**src/rtl/alu_md_pkg.sv**
```systemverilog
// alu_md_pkg: shared opcodes and mul/div state type for the ALU + mul/div unit
package alu_md_pkg;

    localparam logic [2:0] F_AND  = 3'b000;
    localparam logic [2:0] F_OR   = 3'b001;
    localparam logic [2:0] F_ADD  = 3'b010;
    localparam logic [2:0] F_SLT  = 3'b011;
    localparam logic [2:0] F_XOR  = 3'b100;
    localparam logic [2:0] F_NOR  = 3'b101;
    localparam logic [2:0] F_SLTU = 3'b110;
    localparam logic [2:0] F_ZERO = 3'b111;

    localparam logic [1:0] MD_MULTU = 2'b00;
    localparam logic [1:0] MD_MULT  = 2'b01;
    localparam logic [1:0] MD_DIVU  = 2'b10;
    localparam logic [1:0] MD_DIV   = 2'b11;

    typedef enum logic [1:0] {
        IDLE = 2'd0,
        RUN  = 2'd1,
        FIX  = 2'd2
    } md_state_e;

endpackage

```
**src/rtl/muldiv_seq.sv**
```systemverilog
// muldiv_seq: iterative radix-2 multiply / restoring divide writing hi/lo
module muldiv_seq
    import alu_md_pkg::*;
#(
    parameter int WIDTH = 32
) (
    input  logic             clk,
    input  logic             reset,
    input  logic             start,
    input  logic [1:0]       md_op,
    input  logic [WIDTH-1:0] a,
    input  logic [WIDTH-1:0] b,
    output logic             busy,
    output logic             done,
    output logic [WIDTH-1:0] hi,
    output logic [WIDTH-1:0] lo
);

    localparam int CW = $clog2(WIDTH);

    md_state_e          state, next;
    logic [1:0]         op;
    logic               sa, sb;
    logic [WIDTH-1:0]   ma, mb;
    logic [2*WIDTH-1:0] acc;
    logic [WIDTH:0]     rem;
    logic [CW-1:0]      cnt;

    logic [WIDTH-1:0]   abs_a, abs_b;
    logic [WIDTH:0]     mul_add;
    logic [2*WIDTH-1:0] mul_next, div_next, prod;
    logic [WIDTH:0]     shl, rem_next;
    logic               ge;
    logic [WIDTH-1:0]   fix_hi, fix_lo;

    // operand magnitudes (bit 0 of md_op marks the signed variants), one
    // iteration of each algorithm, and the final sign correction
    always_comb begin
        abs_a    = (md_op[0] && a[WIDTH-1]) ? -a : a;
        abs_b    = (md_op[0] && b[WIDTH-1]) ? -b : b;
        mul_add  = {1'b0, acc[2*WIDTH-1:WIDTH]} + (acc[0] ? {1'b0, mb} : '0);
        mul_next = {mul_add, acc[WIDTH-1:1]};
        shl      = {rem[WIDTH-1:0], acc[WIDTH-1]};
        ge       = shl >= {1'b0, mb};
        rem_next = ge ? shl - {1'b0, mb} : shl;
        div_next = {acc[2*WIDTH-1:WIDTH], acc[WIDTH-2:0], ge};
        prod     = (sa ^ sb) ? -acc : acc;
        fix_hi   = !op[1] ? prod[2*WIDTH-1:WIDTH] :
                   (mb == '0) ? (sa ? -ma : ma) :
                   sa ? -rem[WIDTH-1:0] : rem[WIDTH-1:0];
        fix_lo   = !op[1] ? prod[WIDTH-1:0] :
                   (mb == '0) ? '1 :
                   (sa ^ sb) ? -acc[WIDTH-1:0] : acc[WIDTH-1:0];
    end

    // state register
    always_ff @(posedge clk or posedge reset) begin
        if (reset) state <= IDLE;
        else       state <= next;
    end

    // next-state: accept start only when idle, run WIDTH iterations, then fix
    always_comb begin
        next = state;
        case (state)
            IDLE:    next = start ? RUN : IDLE;
            RUN:     next = (cnt == '0) ? FIX : RUN;
            FIX:     next = IDLE;
            default: next = IDLE;
        endcase
    end

    // datapath: latch operands, iterate, write results in FIX
    always_ff @(posedge clk or posedge reset) begin
        if (reset) begin
            op   <= '0;
            sa   <= 1'b0;
            sb   <= 1'b0;
            ma   <= '0;
            mb   <= '0;
            acc  <= '0;
            rem  <= '0;
            cnt  <= '0;
            hi   <= '0;
            lo   <= '0;
            done <= 1'b0;
        end else begin
            done <= state == FIX;
            case (state)
                IDLE: if (start) begin
                    op  <= md_op;
                    sa  <= md_op[0] & a[WIDTH-1];
                    sb  <= md_op[0] & b[WIDTH-1];
                    ma  <= abs_a;
                    mb  <= abs_b;
                    acc <= {{WIDTH{1'b0}}, abs_a};
                    rem <= '0;
                    cnt <= CW'(WIDTH - 1);
                end
                RUN: begin
                    acc <= op[1] ? div_next : mul_next;
                    rem <= op[1] ? rem_next : rem;
                    cnt <= cnt - 1'b1;
                end
                FIX: begin
                    hi <= fix_hi;
                    lo <= fix_lo;
                end
                default: ;
            endcase
        end
    end

    assign busy = state != IDLE;

endmodule

```
**src/rtl/alu_md.sv**
```systemverilog
// alu_md: single-cycle MIPS ALU with an attached sequential mul/div unit
module alu_md
    import alu_md_pkg::*;
#(
    parameter int WIDTH = 32
) (
    input  logic             clk,
    input  logic             reset,
    input  logic [WIDTH-1:0] a,
    input  logic [WIDTH-1:0] b,
    input  logic [3:0]       f,
    output logic [WIDTH-1:0] y,
    output logic             zero,
    input  logic             start,
    input  logic [1:0]       md_op,
    output logic             busy,
    output logic             done,
    output logic [WIDTH-1:0] hi,
    output logic [WIDTH-1:0] lo
);

    logic [WIDTH-1:0] bb, s;
    logic [WIDTH:0]   sum;
    logic             cout, ovf;

    assign bb   = f[3] ? ~b : b;
    assign sum  = {1'b0, a} + {1'b0, bb} + {{WIDTH{1'b0}}, f[3]};
    assign s    = sum[WIDTH-1:0];
    assign cout = sum[WIDTH];
    assign ovf  = (a[WIDTH-1] == bb[WIDTH-1]) && (s[WIDTH-1] != a[WIDTH-1]);

    // result select on the low three function bits
    always_comb begin
        y = '0;
        case (f[2:0])
            F_AND:   y = a & bb;
            F_OR:    y = a | bb;
            F_ADD:   y = s;
            F_SLT:   y = {{(WIDTH-1){1'b0}}, s[WIDTH-1] ^ ovf};
            F_XOR:   y = a ^ bb;
            F_NOR:   y = ~(a | bb);
            F_SLTU:  y = {{(WIDTH-1){1'b0}}, ~cout};
            default: y = '0;
        endcase
    end

    assign zero = y == '0;

    muldiv_seq #(.WIDTH(WIDTH)) u_md (
        .clk   (clk),
        .reset (reset),
        .start (start),
        .md_op (md_op),
        .a     (a),
        .b     (b),
        .busy  (busy),
        .done  (done),
        .hi    (hi),
        .lo    (lo)
    );

endmodule
```
**config.mk**
```make
export PLATFORM = sky130hd
export DESIGN_NAME = alu_md
export DESIGN_NICKNAME = d
export VERILOG_FILES = /design/src/rtl/alu_md_pkg.sv /design/src/rtl/muldiv_seq.sv /design/src/rtl/alu_md.sv
export SDC_FILE = /design/constraint.sdc
export NUM_CORES = 1
export LEC_CHECK = 0
export CAP_MARGIN = 15
export CORE_UTILIZATION = 55
export DETAILED_ROUTE_END_ITERATION = 8
export DONT_BUFFER_PORTS = 1
export GPL_TIMING_DRIVEN = 0
export PLACE_DENSITY = 0.76
export REMOVE_ABC_BUFFERS = 1
export SKIP_LAST_GASP = 1
export SLEW_MARGIN = 5
export SYNTH_ARGS = -nofsm -noshare
export SYNTH_HDL_FRONTEND = slang
export SYNTH_SLANG_ARGS = --single-unit
```
**constraint.sdc**
```tcl
create_clock -name clk -period 7.1 [get_ports clk]
set_input_delay 0.71 -clock clk [delete_from_list [all_inputs] [get_ports clk]]
set_output_delay 0.71 -clock clk [all_outputs]
set_load 0.05 [all_outputs]
```
==> run_results.csv <==
group,metric,value,unit
power_and_ir_drop,total_leakage_power,9.79,nW
sta,fin_ws,1.09,ns
layout,final_cell_mix,"o21ai_0 (336), nand2_1 (333), dfrtp_1 (233)",
sta,fin_skew,0.0105,ns
placed_design,detailedPlace.worstSlack,1.21,ns
yosys,yosysSeqAreaShare,27.7,%
layout,drive_above_1_share,5.44,%
floorplanning,die_w,199,microns
clocking,cts.sinks,235,
route,via_per_inst,6.25,
sta,finalHoldViolCount,0,
hold_path,hp-class,"input port to register",
placed_design,placedCellCount,3121,
route,dr.pass1.iters,6,
worst_setup_path,rr_worst_depth,14,
power_and_ir_drop,p_clk_share,13.6,%
worst_setup_path,endpoint_kind,"output port",
global_routing,gr-total-overflow,0,
yosys,synth_area_leader_cell,"dfrtp_1",
route,drtIter0Drc,1399,
clocking,cts_buffers,28,
clocking,postCtsResizedCells,0,
sta,max_freq,166,MHz
route,ant_nets,0,
worst_setup_path,path_class,"input port to output port",
worst_setup_path,rrSetupSlack,2.74,ns
yosys,post_synth_num_cell_types,81,
global_routing,grt_pass1_wl,104000,microns
power_and_ir_drop,internal_power,5.15,mW
sta,slew_headroom,15.0,%
sta,rsz0062_at_grt,"no",
clocking,path_clk_slew,0.06,ns
clocking,htreeDepth,1,
yosys,synth_area_leaders,"dfrtp_1 (28%), o21ai_0 (8.0%), ha_1 (7.9%), xnor2_1 (6.5%), nand2_1 (5.9%)",
worst_setup_path,cp.arrival,5.30,ns
placed_design,gp_congestion,0.987,
power_and_ir_drop,swShare,49.7,%
route,post_drt_wl_per_cell,20.5,microns
sta,setup_viol,0,
worst_setup_path,r2r-end,"u_md.acc[63]",
yosys,syn_area,21300,sq um
clocking,root_buffer,"clkbuf_16",
global_routing,grt_max_degree,112,
yosys,synth_edf_count,0,
yosys,synth_flop_cell,"dfrtp_1",
sta,period_needed,6.01,ns
route,wl,65300,microns
status,status,"finished, final reports clean",
hold_path,hold_start,"md_op[1]",
placed_design,dpl.hpwl,50500,microns
layout,nets,2857,
yosys,postSynthAreaPerCell,7.77,sq um
worst_setup_path,crit_fanout,34,
worst_setup_path,required,6.39,ns
yosys,ys.warnings.count,0,
layout,final_common_cell,"o21ai_0",
sta,hold_slack,0.260,ns
power_and_ir_drop,p_switching,5.08,mW
route,num_vias,19900,
worst_setup_path,reg2reg_from,"u_md.acc[0]",
floorplanning,coreArea,37800,sq um
sta,slew_violations,0,
sta,worst_pin_slew,1.27,ns
layout,finalNonFillerCells,3178,
flow_run,maxCapViolCount,0,
hold_path,holdPathEnd,"u_md.op[1]",
yosys,ys_ff_latch,235,
power_and_ir_drop,seq_power_share,28.0,%
yosys,postSynth.asyncResetShare,100,%
sta,fin_tns_setup,0,ns
clocking,clk_latency,0.56,ns
floorplanning,die_area,39400,sq um
global_routing,grt_use_total,33.2,%
clocking,clockBufferDepth,3,
clocking,post_cts_buffers,0,
power_and_ir_drop,power.density,450,nW/um^2
power_and_ir_drop,pwr-share-comb,58.3,%
worst_setup_path,start_kind,"input port",
floorplanning,row_count,71,
layout,fillers,3489,
clocking,ctsHoldBuffers,1,
sta,post-route-period-util,84.7,%
hold_path,holdPathStages,2,
floorplanning,start_util,56.2,%
layout,syn2layout_area_growth,6.95,%
power_and_ir_drop,power.total,10.2,mW
power_and_ir_drop,ir_worst_vdd,0.000257,V
floorplanning,die_h,199,microns
floorplanning,ios,172,
yosys,yosys.area.top_type_share,27.7,%
placed_design,numPortBuffers,0,
global_routing,grt_pass1_vias,18900,
global_routing,antenna_found_initial,0,
yosys,synth_cells,2735,
route,drc_errors,0,
clocking,tritoncts,"yes",
## synthesized netlist by cell type (all sizes together), types with 5 or more instances
| library cell | number |
|---|---|
| o21ai | 344 |
| nand2 | 335 |
| dfrtp | 235 |
| a21oi | 213 |
| nor2 | 210 |
| inv | 167 |
| xnor2 | 158 |
| ha | 134 |
| xor2 | 127 |
| clkbuf | 124 |
| mux2i | 49 |
| nand3 | 41 |
| a21o | 39 |
| nor3 | 38 |
| o31ai | 38 |
| nor4 | 36 |
| a31oi | 25 |
| mux2 | 23 |
| o41ai | 23 |
| or3 | 22 |
| o211ai | 21 |
| a211oi | 20 |
| a22o | 20 |
| buf | 20 |
| nand2b | 20 |
| o22ai | 18 |
| or4 | 18 |
| o21bai | 17 |
| and2 | 16 |
| and3 | 16 |
| o221ai | 16 |
| nand4 | 14 |
| o21a | 14 |
| nor2b | 13 |
| nor3b | 13 |
| or2 | 8 |
| a32oi | 7 |
| o32ai | 7 |
| a2111oi | 6 |
| nand3b | 6 |
| nand4b | 6 |
| a22oi | 5 |
| o2111ai | 5 |
## flip-flops by register name (all words and copies together) (netlist names)
register    cells
u_md.ma        32
u_md.mb        32
u_md.acc       64
u_md.sb         1
u_md.cnt        5
u_md.hi        32
u_md.op         1
u_md.sa         1
u_md.lo        32
u_md.done       1
u_md.rem       32
u_md.state      2
## critical path, stage by stage
cell	delay, ns
xor2_1	0.18
inv_1	0.06
ha_1	0.43
a21oi_1	0.19
o221ai_1	0.26
a21boi_0	0.27
a211oi_2	0.49
a21boi_1	0.18
o211ai_1	0.24
o211ai_1	0.53
a2111oi_0	0.64
nand4b_1	0.18
nor4_2	0.92
## stage by stage
stage,area (sq um),utilization [%]
finish,22700,60.1
global route,22700,60.1
CTS,22600,59.8
detailed placement,21700,57.5
global placement,21300,56.4
floorplan,20700,-
## logic make-up after synthesis
family | count (synthesis) | share of synthesized area [%]
buf+inv | 313 | 5.59
mux | 73 | 3.63
compound gates | 871 | 24.9
simple gates | 821 | 18.3
flops | 235 | 27.7
xor+xnor | 285 | 11.7
fa+ha+maj | 137 | 8.17
## how the worst max path moves through the flow
stage                from     endpoint  slack [ns]  cells after the start
floorplan           reset  u_md.acc[0]       -0.06                      1
global placement    reset  u_md.mb[22]       -2.58                      1
detailed placement   f[3]         zero        1.21                     13
CTS                  b[0]         zero        1.20                     13
global route         f[3]         zero        0.92                     13
finish               f[3]         zero        1.09                     13
## layer usage
metal / GRT usage [%] / vias to the layer above / part of all wire, %
li1: - / 9527 / -
met1: 44.1 / 9461 / 42
met2: 53.9 / 777 / 45
met3: 6.39 / 111 / 9.0
met4: 11.5 / 0 / 3.5
met5: 0 / - / 0
## power by group through the flow
stage | clock (mW) | sequential (mW) | combinational (mW)
final | 1.39 | 2.87 | 5.97
after global routing | 1.46 | 2.94 | 6.64
after CTS | 1.41 | 2.84 | 5.87
after detailed placement | 0 | 2.86 | 5.83
after global placement | 0 | 2.88 | 5.55
after floorplan | 0 | 2.65 | 4.50
## final cells by class
cell class	count	area (sq um)	area share (%)
Sequential cell	235	5880	25.9
Antenna cell	1	2.50	0.0110
Multi-Input combinational cell	2187	14300	62.9
Clock buffer	40	837	3.68
Tap cell	511	639	2.81
Timing Repair Buffer	26	384	1.69
Clock inverter	9	53.8	0.237
Inverter	169	642	2.82
Power figures use the tool's default switching activity.
